## config.mk

```make
export PLATFORM = sky130hd
export DESIGN_NAME = frame_timer
export DESIGN_NICKNAME = d
export VERILOG_FILES = /design/src/rtl/frame_timer.sv
export SDC_FILE = /design/constraint.sdc
export NUM_CORES = 1
export LEC_CHECK = 0
export BUFFER_PORTS_ARGS = -buffer_cell sky130_fd_sc_hd__buf_2
export CAP_MARGIN = 20
export CORE_MARGIN = 2
export CORE_UTILIZATION = 58
export CTS_CLUSTER_SIZE = 8
export DETAILED_ROUTE_END_ITERATION = 16
export GPL_ROUTABILITY_DRIVEN = 0
export PLACE_DENSITY = 0.83
export RECOVER_POWER = 25
export SYNTH_ARGS = -nofsm -noshare
export SYNTH_HDL_FRONTEND = slang
export SYNTH_SLANG_ARGS = --single-unit
```

## constraint.sdc

```tcl
create_clock -name clk -period 3.64 [get_ports clk]
set_input_delay 0.364 -clock clk [delete_from_list [all_inputs] [get_ports clk]]
set_output_delay 0.364 -clock clk [all_outputs]
set_load 0.03 [all_outputs]
```

## src/rtl/frame_timer.sv

```systemverilog
// Frame-count timer for song sequencing: counts new_frame rising edges
// once started, with pause, abort, restart and optional wrap-around loop.
module frame_timer #(
   parameter int WIDTH     = 16,
   parameter int LIMIT     = 5680,
   parameter bit LOOP_MODE = 1'b0
) (
   input  logic             clk,
   input  logic             reset,
   input  logic             start_sign,
   input  logic             pause_sign,
   input  logic             abort_sign,
   input  logic             new_frame,
   output logic [WIDTH-1:0] un_time,
   output logic             stop_sign,
   output logic             running,
   output logic             paused,
   output logic             wrap_pulse
);

   if ((LIMIT < 1) || (longint'(LIMIT) >= (longint'(1) << WIDTH))) begin : g_lim_chk
      $error("frame_timer: LIMIT must be in 1 .. 2**WIDTH-1");
   end

   localparam logic [WIDTH-1:0] LIM  = WIDTH'(LIMIT);
   localparam logic [WIDTH-1:0] LAST = WIDTH'(LIMIT - 1);

   typedef enum logic [1:0] {HALTED, RUN, PAUSE, DONE} state_t;

   state_t state;
   logic   nf_q;
   logic   tick;

   // nf_q resets high so a frame strobe already high at release is not a tick
   assign tick = new_frame & ~nf_q;

   always_ff @(posedge clk) begin
      if (reset) begin
         state      <= HALTED;
         un_time    <= '0;
         nf_q       <= 1'b1;
         stop_sign  <= 1'b0;
         running    <= 1'b0;
         paused     <= 1'b0;
         wrap_pulse <= 1'b0;
      end else begin
         nf_q       <= new_frame;
         wrap_pulse <= 1'b0;
         if (abort_sign) begin
            state     <= HALTED;
            un_time   <= '0;
            stop_sign <= 1'b0;
            running   <= 1'b0;
            paused    <= 1'b0;
         end else begin
            unique case (state)
               HALTED: begin
                  if (start_sign) begin
                     state   <= RUN;
                     un_time <= '0;
                     running <= 1'b1;
                  end
               end
               RUN: begin
                  if (pause_sign) begin
                     state   <= PAUSE;
                     running <= 1'b0;
                     paused  <= 1'b1;
                  end else if (tick) begin
                     if (un_time == LAST) begin
                        wrap_pulse <= 1'b1;
                        if (LOOP_MODE) begin
                           un_time <= '0;
                        end else begin
                           un_time   <= LIM;
                           state     <= DONE;
                           stop_sign <= 1'b1;
                           running   <= 1'b0;
                        end
                     end else begin
                        un_time <= un_time + 1'b1;
                     end
                  end
               end
               PAUSE: begin
                  if (!pause_sign) begin
                     state   <= RUN;
                     running <= 1'b1;
                     paused  <= 1'b0;
                  end
               end
               DONE: begin
                  if (start_sign) begin
                     state     <= RUN;
                     un_time   <= '0;
                     stop_sign <= 1'b0;
                     running   <= 1'b1;
                  end
               end
            endcase
         end
      end
   end

endmodule
```

==> impl_results.md <==
* Vias in the first global route at 1,109
* Global Route met1 Usage at 31.7%
* CTS Hold Bufs at 0
* Final max-slew violation count at 0
* Post-route setup slack at between 1 and 1.5 ns
* Final Non-Filler Cells at between 200 and 250
* CP Capture Type: register
* Largest net degree at the start of global routing at 23
* Insertion delay to the later sink of the worst-skew pair at 0.32 ns
* Max-Cap Viols at 0
* Max Fclk at 422 MHz
* Post-synthesis cell count at 150
* Crit path DAT at 2.55 ns
* Reg2reg start: state[0]$_SDFFE_PP0P_
* Layout cells sized above 1 at 20.7%
* Total global routing overflow at 0
* Fillers at 189
* CP Cell Sequence: inv_1 -> ha_1 -> and2b_1 -> o21ai_2 -> a21oi_1 -> nor3_1
* Met2 Resource Use GR at 42.8%
* Final Hold Viols at 0
* Placement Cell Area at ~1500 um2
* Grt met3 use at 4.02%
* Clk buf depth at 2
* Top cell type's share of synthesized area at between 30% and 40%
* Worst-path clk slew at 0.13 ns
* Worst Hold Class: in -> reg
* Number of enable flip-flop cells after synthesis at 0
* Finish-stage setup viols at 0
* Placed insts at 197
* Fin Clk Skew at 0.00318 ns
* TritonCTS buffer count at 3
* Max IR drop VDD at 0.000240 V
* Drt pass-1 iters at 4
* CP Data Required Time at 3.82 ns
* Sequential fraction of the synthesis area at 34.6%
* Antenna viol nets, final at 0
* Nets at 185
* GRT Overall Usage at 25.2%
* Ys Warns at 0
* Synthesized area per cell at 8.87 um2
* Crit path largest cell delay at 0.72 ns
* Hold WS at about 0.23 ns
* DR DRC count at 0
* Die area at roughly 2700 um2
* ANT cells at 0
* Worst slew margin at 40.2%
* Prevailing post-synth register cell: dfxtp_1
* Top cells by area, synth: dfxtp_1, a211oi_1, ha_1
* Postcts setup bufs at 0
* Core area at approximately 2200 um2
* Final instance area at 1480 um2
* CTS tree: yes
* Detailed Route WL at 3.09 mm
* Via density at 6.24
* Chip Width at 51.9 um
* Syn Nets at 160
* Setup Crit Path Kind: reg -> reg
* Synth cell types at between 40 and 50
* Synth Register Bits at 23
* Post-route minimum period at 2.37 ns
* Top Ports at 26
* Placed wire-length estimate at 2.23 mm
* Busiest layer in global routing: met2
* Drt wl/cell at 15.3 um
* RSZ-0062 raised after global routing: false
* Worst setup path start: state[0]$_SDFFE_PP0P_
* Multi-input logic area at 805 um2
* CTS-repair resized insts at 0
* Routed vias at 1,260
* Slowest CP cell: a21oi_1
* Synth-to-Final Area Change at 11.4%
* CTS H-tree lvls at 1
* Asr flop ratio synth at 0%
* FF+latch area at between 400 and 500 um2
* DR iter-0 viols at 37
* Crit Path Max Fanout at 11
* Fin crit share at 65.2%
* First-pass GRT wire length at 5.06 mm
* Cell taking the most area after synthesis: dfxtp_1
* Pwr/cell area at 298 nW/um2
* Port buffer count at 25
* Clk root buf: clkbuf_4
* Outcome: finished clean
* Die height at 51.9 um
* Pre-CTS setup slack at 1.29 ns
* Row cnt at 17
* Hold Crit Start: reset
* Synth Cell Area at approximately 1300 um2
* Setup TNS at 0 ns
* Clock net sink count at 23
* Setup crit start kind: register
* Initial antenna violation count at 0
* Initial Util at between 60% and 70%
* P_leak at roughly 0.54 nW
* Slew @ Worst Pin at around 0.9 ns
## worst paths after layout
kind                             end  cells past startpoint  slack [ns]
min reg2reg      paused$_SDFFE_PP0P_                      2        0.52
max reg2reg  un_time[1]$_SDFFE_PP0P_                      6        1.27
max          un_time[1]$_SDFFE_PP0P_                      6        1.27
min                  nf_q$_SDFF_PP1_                      2        0.23
## through the flow
step | util [%] | total power [W]
after floorplan | - | 0.000311
after global placement | 66.4 | 0.000319
after detailed placement | 66.4 | 0.000322
after CTS | 67.6 | 0.000441
after global routing | 67.6 | 0.000459
final | 67.6 | 0.000441
## kinds of logic (layout without fill, tap and decap cells)
family	after synthesis	in the layout	share of synthesized area [%]
compound gates	42	42	22.2
xor+xnor	4	4	2.63
fa+ha+maj	4	4	3.76
buf+inv	14	38	4.89
flops	23	23	34.6
mux	3	3	2.26
simple gates	60	60	29.6
## worst max-delay path, delay by kind of cell (launching register included)
kind	cells	cell delay, ns
AO/OA/AOI/OAI	2	0.88
adder cells (fa/ha/maj)	1	0.45
buffers and inverters	1	0.07
flip-flops	1	0.39
AND/OR/NAND/NOR	2	0.43
## cells in the mapped netlist, drive strengths merged (4+ instances only)
| cell | number |
|---|---|
| clkbuf | 4 |
| a211oi | 7 |
| or2 | 5 |
| a21oi | 9 |
| ha | 4 |
| nand4 | 5 |
| dfxtp | 23 |
| nand2 | 6 |
| or3 | 5 |
| o21ai | 11 |
| nor3 | 8 |
| inv | 8 |
| a311oi | 4 |
| nor2 | 5 |
| and3 | 4 |
## power breakdown
part            total, W  switching [W]  leakage, nW  internal (W)
Combinational  0.0000599      0.0000407        0.335     0.0000192
Sequential      0.000258     0.00000315        0.186      0.000255
Clock           0.000123      0.0000800       0.0150     0.0000429
Total           0.000441       0.000124        0.536      0.000317
## registers in the layout (all words and copies together), names as in the netlist
signal,cells
nf_q,1
paused,1
running,1
state,2
stop_sign,1
un_time,16
wrap_pulse,1
## final cells by class
class | instances | share of cell area [%]
clock buffer | 4 | 1.77
inverter | 8 | 2.03
multi-input combinational | 113 | 54.3
sequential | 23 | 31.1
tap | 28 | 2.36
timing repair buffer | 26 | 8.45
## metal layers
metal	part of all wire [%]	vias to the layer above	routed length (um)
met2	48	27	1490
met3	3.1	5	95
met5	0	-	0
li1	-	620	-
met4	1.5	0	46
met1	47	608	1460
## placed cells by master, fill, tap and decap left out, drive strengths merged, types with 5 or more instances in the layout
master / n
a211oi: 7
a21oi: 9
buf: 17
clkbuf: 13
dfxtp: 23
inv: 8
nand2: 6
nand4: 5
nor2: 5
nor3: 8
o21ai: 11
or2: 5
or3: 5
(Power assumes the default switching activity.)
